$ cat config.mk
export PLATFORM = sky130hd
export DESIGN_NAME = fifo_param
export DESIGN_NICKNAME = d
export VERILOG_FILES = /design/src/rtl/fifo_param.sv
export SDC_FILE = /design/constraint.sdc
export NUM_CORES = 1
export LEC_CHECK = 0
export BUFFER_PORTS_ARGS = -buffer_cell sky130_fd_sc_hd__buf_2
export CAP_MARGIN = 10
export CORE_MARGIN = 2
export CORE_UTILIZATION = 45
export CTS_BUF_LIST = sky130_fd_sc_hd__clkbuf_2 sky130_fd_sc_hd__clkbuf_4 sky130_fd_sc_hd__clkbuf_8
export DETAILED_ROUTE_END_ITERATION = 12
export PLACE_DENSITY = 0.61
export SLEW_MARGIN = 10
export SYNTH_ARGS = -nofsm -noshare
export SYNTH_HDL_FRONTEND = slang
export SYNTH_SLANG_ARGS = --single-unit
$ cat constraint.sdc
create_clock -name clk -period 8.27 [get_ports clk]
set_input_delay 1.654 -clock clk [delete_from_list [all_inputs] [get_ports clk]]
set_output_delay 1.654 -clock clk [all_outputs]
set_load 0.01 [all_outputs]
$ cat src/rtl/fifo_param.sv
// Synchronous FIFO with a control FSM, programmable almost-empty/almost-full
// thresholds, registered read data and sticky overflow/underflow reporting.
module fifo_param #(
    parameter int FIFO_DEPTH     = 8,
    parameter int FIFO_WORD_SIZE = 10,
    parameter int FIFO_PTR_SIZE  = $clog2(FIFO_DEPTH)
) (
    input  logic                      clk,
    input  logic                      reset_L,
    input  logic                      init,
    input  logic [FIFO_WORD_SIZE-1:0] data_in,
    input  logic                      wr_en,
    input  logic                      rd_en,
    input  logic [FIFO_PTR_SIZE-1:0]  almost_empty_threshold_input,
    input  logic [FIFO_PTR_SIZE-1:0]  almost_full_threshold_input,
    output logic [FIFO_WORD_SIZE-1:0] data_out,
    output logic                      valid,
    output logic                      empty_flag,
    output logic                      full_flag,
    output logic                      almost_empty_flag,
    output logic                      almost_full_flag,
    output logic                      error_flag,
    output logic [1:0]                error_code,
    output logic [FIFO_PTR_SIZE:0]    fill_level,
    output logic [2:0]                state
);

    typedef enum logic [2:0] {
        ST_RESET  = 3'd0,
        ST_INIT   = 3'd1,
        ST_IDLE   = 3'd2,
        ST_ACTIVE = 3'd3,
        ST_ERROR  = 3'd4
    } state_t;

    localparam logic [FIFO_PTR_SIZE:0]   FULL_LEVEL = (FIFO_PTR_SIZE + 1)'(FIFO_DEPTH);
    localparam logic [FIFO_PTR_SIZE:0]   FILL_ONE   = (FIFO_PTR_SIZE + 1)'(1);
    localparam logic [FIFO_PTR_SIZE-1:0] PTR_ONE    = FIFO_PTR_SIZE'(1);

    state_t                     cur_state;
    state_t                     nxt_state;
    logic [FIFO_WORD_SIZE-1:0]  mem [FIFO_DEPTH];
    logic [FIFO_PTR_SIZE-1:0]   wr_ptr;
    logic [FIFO_PTR_SIZE-1:0]   rd_ptr;
    logic [FIFO_PTR_SIZE-1:0]   ae_thr;
    logic [FIFO_PTR_SIZE-1:0]   af_thr;
    logic [FIFO_PTR_SIZE:0]     fill_nxt;
    logic                       rd_acc;
    logic                       wr_acc;
    logic                       ovf;
    logic                       udf;

    assign state = cur_state;

    // State register
    always_ff @(posedge clk) begin
        if (!reset_L)
            cur_state <= ST_RESET;
        else
            cur_state <= nxt_state;
    end

    // Transfer acceptance, error detection, next occupancy and next state
    always_comb begin
        nxt_state = cur_state;
        rd_acc    = 1'b0;
        wr_acc    = 1'b0;
        ovf       = 1'b0;
        udf       = 1'b0;
        fill_nxt  = fill_level;
        if (init) begin
            nxt_state = ST_INIT;
        end else begin
            case (cur_state)
                ST_RESET: nxt_state = ST_INIT;
                ST_INIT:  nxt_state = ST_IDLE;
                ST_IDLE, ST_ACTIVE: begin
                    rd_acc = rd_en && !empty_flag;
                    udf    = rd_en && empty_flag;
                    // A read in the same cycle frees a slot, so a full FIFO still accepts the write
                    wr_acc = wr_en && (!full_flag || rd_acc);
                    ovf    = wr_en && full_flag && !rd_acc;
                    if (wr_acc && !rd_acc)
                        fill_nxt = fill_level + FILL_ONE;
                    else if (rd_acc && !wr_acc)
                        fill_nxt = fill_level - FILL_ONE;
                    if (ovf || udf)
                        nxt_state = ST_ERROR;
                    else if (cur_state == ST_IDLE && wr_acc)
                        nxt_state = ST_ACTIVE;
                    else if (cur_state == ST_ACTIVE && fill_nxt == '0)
                        nxt_state = ST_IDLE;
                end
                ST_ERROR: nxt_state = ST_ERROR;
                default:  nxt_state = ST_RESET;
            endcase
        end
    end

    // Storage array; contents are not cleared, only the pointers are
    always_ff @(posedge clk) begin
        if (reset_L && wr_acc)
            mem[wr_ptr] <= data_in;
    end

    // Pointers, occupancy, flags, read data and error reporting
    always_ff @(posedge clk) begin
        if (!reset_L) begin
            wr_ptr            <= '0;
            rd_ptr            <= '0;
            fill_level        <= '0;
            ae_thr            <= '0;
            af_thr            <= '0;
            data_out          <= '0;
            valid             <= 1'b0;
            empty_flag        <= 1'b1;
            full_flag         <= 1'b0;
            almost_empty_flag <= 1'b1;
            almost_full_flag  <= 1'b0;
            error_flag        <= 1'b0;
            error_code        <= '0;
        end else if (nxt_state == ST_INIT) begin
            wr_ptr            <= '0;
            rd_ptr            <= '0;
            fill_level        <= '0;
            ae_thr            <= almost_empty_threshold_input;
            af_thr            <= almost_full_threshold_input;
            valid             <= 1'b0;
            empty_flag        <= 1'b1;
            full_flag         <= 1'b0;
            // At zero occupancy: always <= AE threshold, never >= a nonzero AF threshold
            almost_empty_flag <= 1'b1;
            almost_full_flag  <= 1'b0;
            error_flag        <= 1'b0;
            error_code        <= '0;
        end else begin
            valid <= rd_acc;
            if (rd_acc) begin
                data_out <= mem[rd_ptr];
                rd_ptr   <= rd_ptr + PTR_ONE;
            end
            if (wr_acc)
                wr_ptr <= wr_ptr + PTR_ONE;
            fill_level        <= fill_nxt;
            empty_flag        <= (fill_nxt == '0);
            full_flag         <= (fill_nxt == FULL_LEVEL);
            almost_empty_flag <= (fill_nxt <= {1'b0, ae_thr});
            almost_full_flag  <= (af_thr != '0) && (fill_nxt >= {1'b0, af_thr});
            if (ovf) begin
                error_code[0] <= 1'b1;
                error_flag    <= 1'b1;
            end
            if (udf) begin
                error_code[1] <= 1'b1;
                error_flag    <= 1'b1;
            end
        end
    end

endmodule

# Yosys cells after proc, flatten, opt, wreduce, memory -nomap -nowiden
# Memory sizes are Yosys's and may differ from the RTL's. A register that Yosys moved wholly into a read port is not among the register bits.
# Index checks and enable logic that the tools add are counted.
# word_totals
ramBits,80
romBits,0
latchBits,0
memories,1
wordCells,78
output_inout_bits,25
reg_bits,27
inputBits,21
# classes
muxes,23
multipliers,0
order_cmp,2
shifts,0
n_addsub,4
reduce_logical,26
n_bitwise,2
div_mod_pow,0
n_eq_ne,6
# memory_table
memory,depth,width,rd,rd_ports_with_merged_regs,write_ports,line,source
mem,8,10,1,1,1,42,logic [FIFO_WORD_SIZE-1:0] mem [FIFO_DEPTH];
# ops
cell,count
two-way mux 4 bit,6
two-way mux 1 bit,12
two-way mux 3 bit,4
one-hot mux 3 bit (4 select lines),1
logical AND 1 bit,11
zero test 4 bit,2
adder 3 x 1 -> 3 bit (second input constant),2
== test 3 x 1 -> 1 bit (second input constant),2
== test 3 x 2 -> 1 bit (second input constant),2
zero test 1 bit,5
adder 4 x 1 -> 4 bit (second input constant),1
== test 4 bit (second input constant),1
>= comparator 4 x 3 -> 1 bit,1
<= comparator 4 x 3 -> 1 bit,1
OR reduction 2 bit,2
subtractor 4 x 1 -> 4 bit (second input constant),1
== test 3 bit (second input constant),1
zero test 3 bit,1
nonzero test 3 bit,1
logical OR 1 bit,2
NOT 1 bit,2
AND reduction 2 bit,1
nonzero test 2 bit,1

# Depth between registers and ports, before layout
# depth
ltp_word,20
depth_mapped,11
depth_no_buf,10

# Least setup slack after synthesis
# Ideal clock, no wire load.
# synth_path
kind,in2reg
startpoint,in init
endpoint,"mem mem[5][0], enable pin"
path_stages,5
setup_time_ps,390
n_path_buf,1
arrival_time_ps,3619
slack_ps,4261
cell_sequence,or3b_2 > buf_2 > a211oi_1 > nand2_1 > nor3_1
# synth_between
elab_chain_len,4
# synth_rtl
element,line,source
"start, declared",10,"input logic init,"
two-way mux 1 bit,71,if (init) begin
logical AND 1 bit,102,if (reset_L && wr_acc)
two-way mux 1 bit,102,
two-way mux 1 bit (not written as such),103,mem[wr_ptr] <= data_in;
"end, declared",42,
# Every way passes these cells.

# Worst setup path in the final report
# layout_path
startpoint,in init
endpoint,"mem mem[4][8], enable pin"
# Same word-level chain as after synthesis.

==> metrics.log <==
[metrics] status: complete, no violations
[metrics] Worst Path Max Fanout: 10
[metrics] count of pins over their slew limit: 0
[metrics] Diodes inserted: 0
[metrics] post-route minimum period: roughly 3.8 ns
[metrics] number of global-route vias before repair: around 2600
[metrics] cell family contributing the most delay on the critical path: simple AND/OR/NAND/NOR gates
[metrics] area growth from synthesis to final layout: 17.1%
[metrics] synth unique cells: 45
[metrics] DP Wirelength: ~5800 um
[metrics] fraction of met1 tracks used by global routing: between 20% and 30%
[metrics] setup repair after global routing missed its margin: false
[metrics] drt first-iter violations: 199
[metrics] share of layout cells above drive strength 1: roughly 30%
[metrics] WHS Path Cells: 2
[metrics] FF-to-FF setup slack: 5.41 ns
[metrics] root buf cell: clkbuf_8
[metrics] portion of the post-synthesis area used by sequential elements: between 60% and 70%
[metrics] met3 Use GR: 4.74%
[metrics] aggregate global routing overflow: 0
[metrics] DIE AREA: roughly 11000 sq um
[metrics] beginning of the worst hold path: error_flag
[metrics] power per standard cell area: about 220 nW/um^2
[metrics] required arrival time at the worst endpoint: 8.31 ns
[metrics] most frequent cells in the layout: edfxtp_1 (80), buf_2 (45), dfxtp_1 (37)
[metrics] number of endpoints with negative hold slack in the final report: 0
[metrics] WHS Endpoint: error_flag
[metrics] fmax: ~0.27 GHz
[metrics] global-route wire length before repair: ~14000 um
[metrics] depth of the worst register-to-register path: 4
[metrics] type of element capturing the critical path: register
[metrics] clock-pin slew of the registers on the worst-case setup and hold paths: 0.07 ns
[metrics] area of combinational cells with multiple inputs: ~1600 sq um
[metrics] number of design rule violations left after detail routing: 0
[metrics] die boundary height: approximately 110 um
[metrics] final period utilization: 45.5%
[metrics] Main synth FF type: edfxtp_1
[metrics] clock skew after layout: around 0.017 ns
[metrics] total of endpoints with negative setup slack in the final report: 0
[metrics] classification of the worst setup path: in2reg
[metrics] number of buffers added by the clock tree synthesis step: 17
[metrics] syn_nets: 351
[metrics] warning count from the yosys run: 0
[metrics] Critical Path Stages: 5
[metrics] GR met2 Demand/Resource: a little under a quarter
[metrics] initial core utilization: 46.5%
[metrics] H-tree levels: 4
[metrics] cells along the critical path: buf_2 > or3b_2 > a211oi_1 > nand2_1 > nor2_1
[metrics] Worst EP arrival: approximately 3.8 ns
[metrics] number of buffers on the longest clock path: 2
[metrics] Worst slew margin: around 29%
[metrics] vias: about 2700
[metrics] kind of path behind the tightest hold check: reg2reg
[metrics] fraction of registers with async set/reset: 0%
[metrics] number of buffers inserted by post-CTS setup repair: 0
[metrics] endpoint of the most critical register-to-register path: mem[4][8]
[metrics] global-route usage over all layers: 16.8%
[metrics] number of maximum-capacitance constraint violations: 0
[metrics] clock tree from TritonCTS: built
[metrics] sort of element at the start of the critical path: primary input
[metrics] post-cts sizing count: 0
[metrics] Syn Inst Count: 320
[metrics] commonest non-fill, non-tap cell in the layout: edfxtp_1
[metrics] PortBufs: 45
[metrics] weighted congestion reported at the end of routability-driven placement: roughly 0.85
[metrics] std cell rows: 37
[metrics] leakage power: slightly above 0.002 uW
[metrics] pin count of the biggest net entering global routing: 25
[metrics] Critical path origin: init
[metrics] Reg area: ~3100 sq um
[metrics] area inside the core boundary: between 10000 and 15000 sq um
[metrics] delay contributed by the slowest stage of the critical path: ~0.72 ns
[metrics] number of sinks handled by clock tree synthesis: 117
[metrics] sum of buffers and inverters on the critical path: 1
[metrics] NumNets Final: around 410
[metrics] slowest cell on the critical path: nor2_1
[metrics] number of vias per cell after detailed routing: around 5.2
[metrics] Die Width: between 100 and 150 um
[metrics] number of fillers in the final layout: between 800 and 900
[metrics] post-detailed-route count of antenna-violating nets: 0
[metrics] routed wire length: around 8900 um
[metrics] per-instance average area after synthesis: 15.0 sq um
[metrics] Clk Latency, worst-skew pair: around 0.43 ns
[metrics] number of I/O pins: 46
[metrics] worst vdd rail ir drop: ~0.083 mV
[metrics] number of enable-type register cells in the synthesized netlist: 80
[metrics] wire length per cell after detailed routing: approximately 17 um
[metrics] Post-Syn Area: around 4800 sq um
[metrics] cell area reported after detailed placement: just over 5000 sq um
[metrics] TritonRoute pass-1 iters: 4
[metrics] post-route standard cell area excluding fillers: around 5600 sq um
[metrics] Least-Margin Pin Slew: 1.06 ns
[metrics] post-synthesis sequential element count: 117
[metrics] Reg2Reg Launch Point: state[1]
[metrics] hold buffer count at CTS: 0
[metrics] setup TNS: 0 ns
[metrics] busiest grt layer: met1
[metrics] initial antenna violation count: 0
-- cells in the mapped netlist (2+ instances only) --
cell type  count  area [sq um]
inv_1         11          41.3
ha_1          10           125
xor2_1         3          26.3
a31oi_1        3          18.8
dfxtp_1       37           741
nor3b_1        2          15.0
buf_2          5          25.0
a32oi_1        2          17.5
a21o_1         3          22.5
edfxtp_1      80          2400
nand2_1       22          82.6
nor2_1        22          82.6
nand2b_1       3          18.8
xnor2_1        6          52.6
o21ai_0        5          25.0
mux4_2        20           450
buf_1          2          7.51
mux2i_1       16           160
o211a_1       10           100
nand3_1        3          15.0
nor2b_1        8          50.1
o21a_1         2          15.0
nor3_1         8          40.0
clkbuf_1       6          22.5
nor4_1         2          12.5
a21oi_1        7          35.0
or3b_2         2          17.5
a211oi_1       3          22.5
-- how the worst max path moves through the flow --
stage	end	slack, ns
final	mem[4][8]	4.51
after global routing	mem[4][8]	4.35
after CTS	mem[4][8]	4.50
after detailed placement	mem[4][4]	4.05
after global placement	mem[4][1]	4.14
after floorplan	mem[5][0]	4.26
-- per-stage QoR --
step / setup slack [ns] / power, uW / instances / hold slack (ns) / utilization, %
6_report: 4.51 / 1210 / 527 / 0.477 / 54.4
5_1_grt: 4.35 / 1250 / 527 / 0.508 / 54.4
4_1_cts: 4.50 / 1220 / 527 / 0.477 / 54.4
3_5_place_dp: 4.05 / 678 / 495 / 0.457 / 50.3
3_3_place_gp: 4.14 / 677 / 495 / 0.454 / 50.3
2_1_floorplan: 4.26 / 662 / 320 / 0.486 / -
-- where the power goes --
part	total (uW)	internal, uW	switching (uW)
Sequential	630	627	2.75
Combinational	34.2	13.5	20.6
Clock	545	304	241
Total	1210	945	265
-- final cells by class --
class,instances,share of cell area (%)
clock buffers,18,4.30
clock inverters,14,3.14
inverters,11,0.735
multi-input cells,178,27.7
flip-flops and latches,117,56.0
well taps,136,3.03
repair buffers,53,5.08
-- metal layers --
metal,vias to the layer above,routed length (um)
met4,0,99
met3,9,574
met2,78,3870
met1,1315,4370
li1,1338,-
met5,-,0
-- flip-flops by register name, summed over array words and instances, names as in the netlist --
name and flops:
ae_thr 3, af_thr 3, almost_empty_flag 1, almost_full_flag 1
data_out 10, empty_flag 1, error_code 2, error_flag 1
fill_level 4, full_flag 1, mem 80, rd_ptr 3
state 3, valid 1, wr_ptr 3
-- kinds of logic (layout without fill, tap and decap cells) --
| kind of cell | Yosys count | after routing | synth area share [%] |
|---|---|---|---|
| xor gates and xnor gates | 9 | 9 | 1.64 |
| adders and majority gates | 10 | 10 | 2.61 |
| muxes | 36 | 36 | 12.7 |
| buffers and inverters | 25 | 96 | 2.24 |
| and+or+nand+nor | 79 | 79 | 8.27 |
| AOI/OAI and AO/OA | 44 | 44 | 6.97 |
| DFF | 117 | 117 | 65.5 |
-- worst register-to-register path: stages (launching register included) --
cell      delay, ns
dfxtp_1        0.41
or3b_2         0.58
a211oi_1       0.56
nand2_1        0.20
nor2_1         0.72
No activity file was read; power rests on OpenSTA's default activity.
